**config.mk**
```make
export PLATFORM = sky130hd
export DESIGN_NAME = mem_wb_stage
export DESIGN_NICKNAME = d
export VERILOG_FILES = /design/src/rtl/rv32i_types.sv /design/src/rtl/mem_wb_stage_load_aligner.sv /design/src/rtl/mem_wb_stage.sv
export SDC_FILE = /design/constraint.sdc
export NUM_CORES = 1
export LEC_CHECK = 0
export CORE_AREA = 2 2 185 187
export CTS_BUF_LIST = sky130_fd_sc_hd__clkbuf_16
export CTS_CLUSTER_SIZE = 16
export DETAILED_ROUTE_END_ITERATION = 8
export DIE_AREA = 0 0 187 189
export PLACE_DENSITY = 0.67
export SYNTH_ARGS = -nofsm -noshare
export SYNTH_HDL_FRONTEND = slang
export SYNTH_SLANG_ARGS = --single-unit
```
**constraint.sdc**
```tcl
create_clock -name clk -period 5.8 [get_ports clk]
set_clock_uncertainty 0.1 [all_clocks]
set_input_delay 1.16 -clock clk [delete_from_list [all_inputs] [get_ports clk]]
set_output_delay 1.16 -clock clk [all_outputs]
set_load 0.03 [all_outputs]
```
**src/rtl/rv32i_types.sv**
```systemverilog
// rv32i_types: shared RV32I pipeline types for the MEM/WB stage and its load aligner
package rv32i_types;
  typedef enum logic [2:0] {
    WB_ALU  = 3'd0,
    WB_CMP  = 3'd1,
    WB_UIMM = 3'd2,
    WB_PC4  = 3'd3,
    WB_MEM  = 3'd4
  } wb_sel_t;
  typedef enum logic [2:0] {
    LB  = 3'b000,
    LH  = 3'b001,
    LW  = 3'b010,
    LBU = 3'b100,
    LHU = 3'b101
  } load_funct3_t;
  typedef struct packed {
    wb_sel_t wb_sel;
    logic    regf_we;
  } cntrl_sigs_t;
  typedef struct packed {
    logic [31:0] instruction;
    logic [31:0] pcplus4;
    logic [31:0] alu_out;
    logic [31:0] u_imm;
    logic [31:0] mem_rdata;
    logic [4:0]  rd_addr;
    logic        cmp_out;
    cntrl_sigs_t cntrl_sigs;
  } mem_wb_reg_t;
endpackage

```
**src/rtl/mem_wb_stage_load_aligner.sv**
```systemverilog
// load_aligner: extracts and extends the addressed byte/half/word of a load
module load_aligner
  import rv32i_types::*;
(
  input  logic [2:0]  funct3,
  input  logic [1:0]  off,
  input  logic [31:0] rdata,
  output logic [31:0] result
);
  logic [7:0]  b;
  logic [15:0] h;
  assign b = rdata[{off, 3'b000} +: 8];
  assign h = off[1] ? rdata[31:16] : rdata[15:0];
  // select the extension by load width and signedness; anything else is a full word
  always_comb
    result = funct3 == LB  ? {{24{b[7]}}, b} :
             funct3 == LBU ? {24'b0, b} :
             funct3 == LH  ? {{16{h[15]}}, h} :
             funct3 == LHU ? {16'b0, h} : rdata;
endmodule

```
**src/rtl/mem_wb_stage.sv**
```systemverilog
// mem_wb_stage: MEM/WB register, one-shot dmem handshake, load alignment and writeback
module mem_wb_stage
  import rv32i_types::*;
(
  input  logic        clk,
  input  logic        rst_n,
  input  logic        in_valid,
  input  mem_wb_reg_t mem_wb_reg_next,
  input  logic        dmem_read_req,
  input  logic        dmem_write_req,
  input  logic        dmem_resp,
  input  logic [31:0] dmem_rdata,
  output logic        dmem_read,
  output logic        dmem_write,
  output logic        stall,
  output mem_wb_reg_t mem_wb_reg,
  output logic        wb_valid,
  output logic        rd_we,
  output logic [4:0]  rd_addr,
  output logic [31:0] rd_wdata,
  output logic [63:0] commit_order
);
  localparam logic [0:0] IDLE      = 1'b0;
  localparam logic [0:0] WAIT_RESP = 1'b1;
  logic [0:0]  state;
  logic        idle, mem_op, resp;
  logic [31:0] load_data;
  assign idle       = state == IDLE;
  assign mem_op     = in_valid && (dmem_read_req || dmem_write_req);
  assign resp       = !idle && dmem_resp;
  assign dmem_read  = idle && in_valid && dmem_read_req;
  assign dmem_write = idle && in_valid && dmem_write_req;
  assign stall      = idle ? mem_op : !dmem_resp;
  // request issues once from IDLE; a response seen in IDLE is stray and ignored
  always_ff @(posedge clk or negedge rst_n)
    if (!rst_n) state <= IDLE;
    else if (idle && mem_op) state <= WAIT_RESP;
    else if (resp) state <= IDLE;
  // pipeline register: bubble while stalled, capture load data on the response cycle
  always_ff @(posedge clk or negedge rst_n)
    if (!rst_n) begin
      mem_wb_reg   <= '0;
      wb_valid     <= 1'b0;
      commit_order <= '0;
    end else begin
      wb_valid     <= !stall && in_valid;
      commit_order <= commit_order + 64'(wb_valid);
      if (!stall) begin
        mem_wb_reg <= mem_wb_reg_next;
        if (resp) mem_wb_reg.mem_rdata <= dmem_rdata;
      end
    end
  load_aligner u_load_aligner (
    .funct3(mem_wb_reg.instruction[14:12]),
    .off   (mem_wb_reg.alu_out[1:0]),
    .rdata (mem_wb_reg.mem_rdata),
    .result(load_data)
  );
  assign rd_addr = mem_wb_reg.rd_addr;
  assign rd_we   = wb_valid && mem_wb_reg.cntrl_sigs.regf_we && rd_addr != 5'd0;
  // writeback source mux
  always_comb
    rd_wdata = mem_wb_reg.cntrl_sigs.wb_sel == WB_ALU  ? mem_wb_reg.alu_out :
               mem_wb_reg.cntrl_sigs.wb_sel == WB_CMP  ? {31'b0, mem_wb_reg.cmp_out} :
               mem_wb_reg.cntrl_sigs.wb_sel == WB_UIMM ? mem_wb_reg.u_imm :
               mem_wb_reg.cntrl_sigs.wb_sel == WB_PC4  ? mem_wb_reg.pcplus4 : load_data;
endmodule
```
Word-level counts from Yosys, hierarchy flattened
Cells that the tools add are included.

Bits in registers: 236. Output and inout bits: 276.

Add/subtract/negate cells: 1. Equal/unequal tests: 6. Shift-type cells: 1. Mux-type cells: 13. Bitwise operators: 1. Reductions and logical operators: 16.

Operator list (count): 32-bit 2-to-1 mux (9); 64-bit by 1-bit adder with 64-bit output (1); 32-bit by 6-bit variable part select with 8-bit output (1); 16-bit 2-to-1 mux (1); 1-bit logical AND (9); 3-bit by 1-bit equality test with 1-bit output (second input constant) (2); 3-bit by 2-bit equality test with 1-bit output (second input constant) (2); 3-bit equality test (second input constant) (2); 3-bit zero test (2); 5-bit nonzero test (1); 1-bit 2-to-1 mux (3); 1-bit zero test (2); 2-bit nonzero test (1); 1-bit logical OR (1); 1-bit inverter (1).

Depth between registers and ports, before layout
Depth in word-level cells: 9. Depth in mapped cells: 8. Mapped depth without buffers: 7.

Hierarchy
From an unflattened synthesis, not the netlist that was laid out.

Cell total of the unflattened synthesis: 978. Area, all modules: 11393.4 um^2.

Modules (own cells, without submodules): mem_wb_stage (instances 1, cells an instance 882, area each 10627.7 um^2, sequential area each 5905.7 um^2); load_aligner (instances 1, cells an instance 96, area each 765.7 um^2, sequential area each 0.0 um^2).

Least setup slack after synthesis
OpenSTA, ideal clock, no wires.

Path kind: input -> output. Start point: input in_valid. End point: output stall. Data arrival time: 2.825 ns. Data required time: 4.540 ns. Slack: 1.715 ns. Stages on the path: 6. Path buffers: 3. Cells stage by stage: inv_1 nor3b_1 a211o_1 buf_2 buf_2 buf_2.

Longest elaborated chain between the ends: 2.

Ends and longest elaborated chain: from (decl) (RTL line mem_wb_stage.sv:7) `input logic in_valid,`; 1-bit logical AND (RTL line mem_wb_stage.sv:29) `assign mem_op = in_valid && (dmem_read_req || dmem_write_req);`; 1-bit 2-to-1 mux (RTL line mem_wb_stage.sv:33) `assign stall = idle ? mem_op : !dmem_resp;`; to (decl) (RTL line mem_wb_stage.sv:15) `output logic stall,`.

No other way between the ends.

Final worst setup path
Start point: register mem_wb_reg[150] (netlist name). End point: output rd_wdata[1].

Longest elaborated chain between the ends: 9. Elaborated cells on any way between the ends: 12. Classes of those cells: eq/ne: 3; mux: 8; reduce/logical: 1.

Ends and longest elaborated chain: from (decl) (RTL line mem_wb_stage.sv:16) `output mem_wb_reg_t mem_wb_reg,`; from (signal assigned) (RTL line mem_wb_stage.sv:49) `mem_wb_reg <= mem_wb_reg_next;`; 3-bit equality test (RTL line mem_wb_stage_load_aligner.sv:19) `funct3 == LHU ? {16'b0, h} : rdata;`; 32-bit 2-to-1 mux (RTL line mem_wb_stage_load_aligner.sv:19); 32-bit 2-to-1 mux (RTL line mem_wb_stage_load_aligner.sv:18) `funct3 == LH ? {{16{h[15]}}, h} :`; 32-bit 2-to-1 mux (RTL line mem_wb_stage_load_aligner.sv:17) `funct3 == LBU ? {24'b0, b} :`; 32-bit 2-to-1 mux (*) (RTL line mem_wb_stage_load_aligner.sv:16) `result = funct3 == LB ? {{24{b[7]}}, b} :`; 32-bit 2-to-1 mux (*) (RTL line mem_wb_stage.sv:66) `mem_wb_reg.cntrl_sigs.wb_sel == WB_PC4 ? mem_wb_reg.pcplus4 : load_data;`; 32-bit 2-to-1 mux (*) (RTL line mem_wb_stage.sv:65) `mem_wb_reg.cntrl_sigs.wb_sel == WB_UIMM ? mem_wb_reg.u_imm :`; 32-bit 2-to-1 mux (*) (RTL line mem_wb_stage.sv:64) `mem_wb_reg.cntrl_sigs.wb_sel == WB_CMP ? {31'b0, mem_wb_reg.cmp_out} :`; 32-bit 2-to-1 mux (*) (RTL line mem_wb_stage.sv:63) `rd_wdata = mem_wb_reg.cntrl_sigs.wb_sel == WB_ALU ? mem_wb_reg.alu_out :`; to (decl) (RTL line mem_wb_stage.sv:20) `output logic [31:0] rd_wdata,`.

Every way passes the cells marked *; elsewhere a longest branch is shown, timed or not.

==> summary.txt <==
Clocking
  – H-tree levels: 1
  – Setup Fix Bufs, Post-CTS: 0
  – Num CTS Buffers: 28
  – CTS tree: yes
  – CTS max path bufs: 3
  – CTS root buf: clkbuf_16
  – Hold-fix buffers, CTS: 0
  – Clock transition at path regs: 60 ps
  – Skew-Pair Late Insertion Delay: 540 ps
  – Cts repair resizes: 0
  – CTS Sinks: 236

Timing
  – Period utilisation layout: 0.802
  – Worst slew pin tran: 1110 ps
  – Max-slew violation count: 0
  – Final hold slack: 373 ps
  – Fmax: 215 MHz
  – RSZ-0062 raised after global routing: no
  – Slew HR: 0.257
  – Final Hold Fails: 0
  – Tmin final: 4650 ps
  – PnR worst setup slack: 1150 ps
  – Setup violations, final: 0
  – Final TNS setup: 0 ps

Routing
  – Via/cell ratio: 5.11
  – WL final: 41.8 mm
  – Drt drc: 0
  – Vias: 9793
  – Initial DRC count: 601
  – TritonRoute pass-1 iters: 5
  – Detail Route Antenna Nets: 0
  – WL/cell: 21.8 um

Die
  – IO Pins: 484
  – Std cell rows: 67
  – Die area: 35300 sq um
  – Core area: 33300 sq um
  – Die Span Y: 189 um
  – Initial core utilization: 0.340
  – Die X: 187 um

Finish
  – Layout cell share with drive strength beyond 1: 0.142
  – Fillers: 3017
  – Layout area overhead: 53.4%
  – N_diodes: 0
  – Final net count: 1663
  – Finished Layout Cells: 1915
  – Max reg flops: 165

Placement
  – Gpl congestion: 0.847
  – Placed insts: 1871
  – Place WS: 1610 ps
  – Port Buf Inserts: 483
  – DPL Wire Length: 31.3 mm

Global route
  – Overflow after GRT: 0
  – Initial antenna violation count: 4
  – Vias in the first global route: 10000
  – First-pass GRT wire length: 62.9 mm
  – Largest net degree at the start of global routing: 204
  – GRT Util Overall: 0.231

Setup path
  – Slowest CP cell: clkdlybuf4s50_1
  – CP Capture Type: primary output
  – Crit path DAT: 3390 ps
  – Slowest stage delay, CP: 780 ps
  – Crit path launch type: flop
  – Flop-to-flop setup slack: 3200 ps
  – Worst path cell trace: a21oi_1 -> nor2_1 -> o32ai_1 -> clkdlybuf4s50_1
  – Worst EP required: 4540 ps
  – WS Path Type: reg2out
  – Largest fanout on the critical path: 20

Yosys
  – Ys flop type: dfrtp_1
  – Mapped Nets: 1206
  – Synth Warn #: 0
  – Synth Cell Area: 11300 sq um
  – Seq/Total Area, Yosys: 0.521
  – Number of synthesized flops with an enable pin: 0
  – Synthesized instance count: 996
  – Count of cell types in the netlist: 53
  – Synth async-reset ratio: 1.00
  – Syn avg cell area: 11.4 sq um
  – Seq cells post-synth: 236

Pwr
  – Leak: 7.36 nW
  – Worst VDD drop: 0.287 mV
  – Power Dens Cells: 391 nW/um^2
  – Total Power: 0.00680 W

Worst hold path
  – Worst Hold Class: reg2reg

Outcome
  – Outcome: finished, final reports clean

Job
  – Max-capacitance violation count: 0
==> routing by layer <==
metal  vias up  GRT usage  wire length, um
met4         2     0.0809             1580
met3        74     0.0639             3210
met1      4793      0.282            16600
li1       4490          -                -
met5         -          0                7
met2       434      0.394            20400
==> through the flow <==
| stage | area [sq um] | util |
|---|---|---|
| floorplan | 11300 | - |
| global placement | 16500 | 0.497 |
| detailed placement | 16500 | 0.497 |
| CTS | 17400 | 0.522 |
| global route | 17400 | 0.522 |
| finish | 17400 | 0.522 |
==> critical path: cells and delay by family, from the launching register on <==
family                 cells  cell delay, ps
buffers and inverters      1             780
AND/OR/NAND/NOR            1             100
AO/OA/AOI/OAI              2            1340
flip-flops                 1             620
==> kinds of logic (layout without fill, tap and decap cells) <==
kind of cell	after synthesis	in the layout	synth area share
buf+inv	81	552	0.0320
compound gates	182	182	0.0979
mux	188	188	0.185
xor+xnor	62	62	0.0479
fa+ha+maj	2	2	0.00221
simple gates	245	245	0.114
flops	236	236	0.521
==> area by class of cell <==
type	instances	area [sq um]	share of cell area
flip-flops and latches	236	5910	0.340
multi-input cells	679	5080	0.292
repair buffers	492	4930	0.284
well taps	448	561	0.0323
clock buffers	29	726	0.0418
inverters	16	60.1	0.00346
clock inverters	15	109	0.00626
==> cells in the mapped netlist (11+ instances only) <==
library cell	instances	share of area
a21oi_1	64	0.028
buf_2	23	0.010
clkbuf_1	31	0.010
dfrtp_1	236	0.52
inv_1	16	0.0053
mux2_2	139	0.14
mux2i_1	46	0.041
nand2_1	81	0.027
nand3_1	29	0.013
nand4_1	11	0.0061
nor2_1	53	0.018
nor3_1	14	0.0062
o21ai_0	56	0.025
o32ai_1	12	0.0093
xnor2_1	31	0.024
xor2_1	31	0.024
==> where the power goes <==
group | switching, W | internal, W | total [W]
Clock | 0.000676 | 0.000971 | 0.00165
Combinational | 0.00162 | 0.00124 | 0.00286
Sequential | 0.000372 | 0.00192 | 0.00230
==> worst paths after layout <==
check                                      start                to  cells past startpoint
worst max-delay path             mem_wb_reg[150]       rd_wdata[1]                      4
worst min-delay path            commit_order[63]  commit_order[63]                      1
worst max register to register             state   mem_wb_reg[105]                      4
worst min register to register  commit_order[63]  commit_order[63]                      1
max in group asynchronous                  rst_n  commit_order[54]                      2
min in group asynchronous                  rst_n    mem_wb_reg[53]                      1
==> cell usage in the layout, fill, tap and decap left out, types with 3 or more instances in the layout <==
cell	netlist	layout
mux2_2	139	139
nor3_1	14	13
mux4_2	3	3
nand3_1	29	29
o21a_1	3	3
and4_1	3	3
a22oi_1	8	8
and3_1	10	10
and2_1	3	3
a21oi_1	64	64
buf_4	6	7
a31oi_1	5	5
clkbuf_16	0	29
dfrtp_1	236	235
a221o_1	9	9
nor4_2	3	3
nor2b_1	5	5
inv_1	16	24
nor2_1	53	53
nand4_1	11	11
or2_2	4	4
clkdlybuf4s50_1	0	482
xor2_1	31	31
nor4_1	5	5
nand2_1	81	80
nand2b_1	6	6
a221oi_1	7	7
o32ai_1	12	12
nor4_4	4	4
xnor2_1	31	31
clkinv_1	0	5
mux2i_1	46	46
o22ai_1	8	8
o21ai_0	56	56
(Power assumes the default switching activity.)
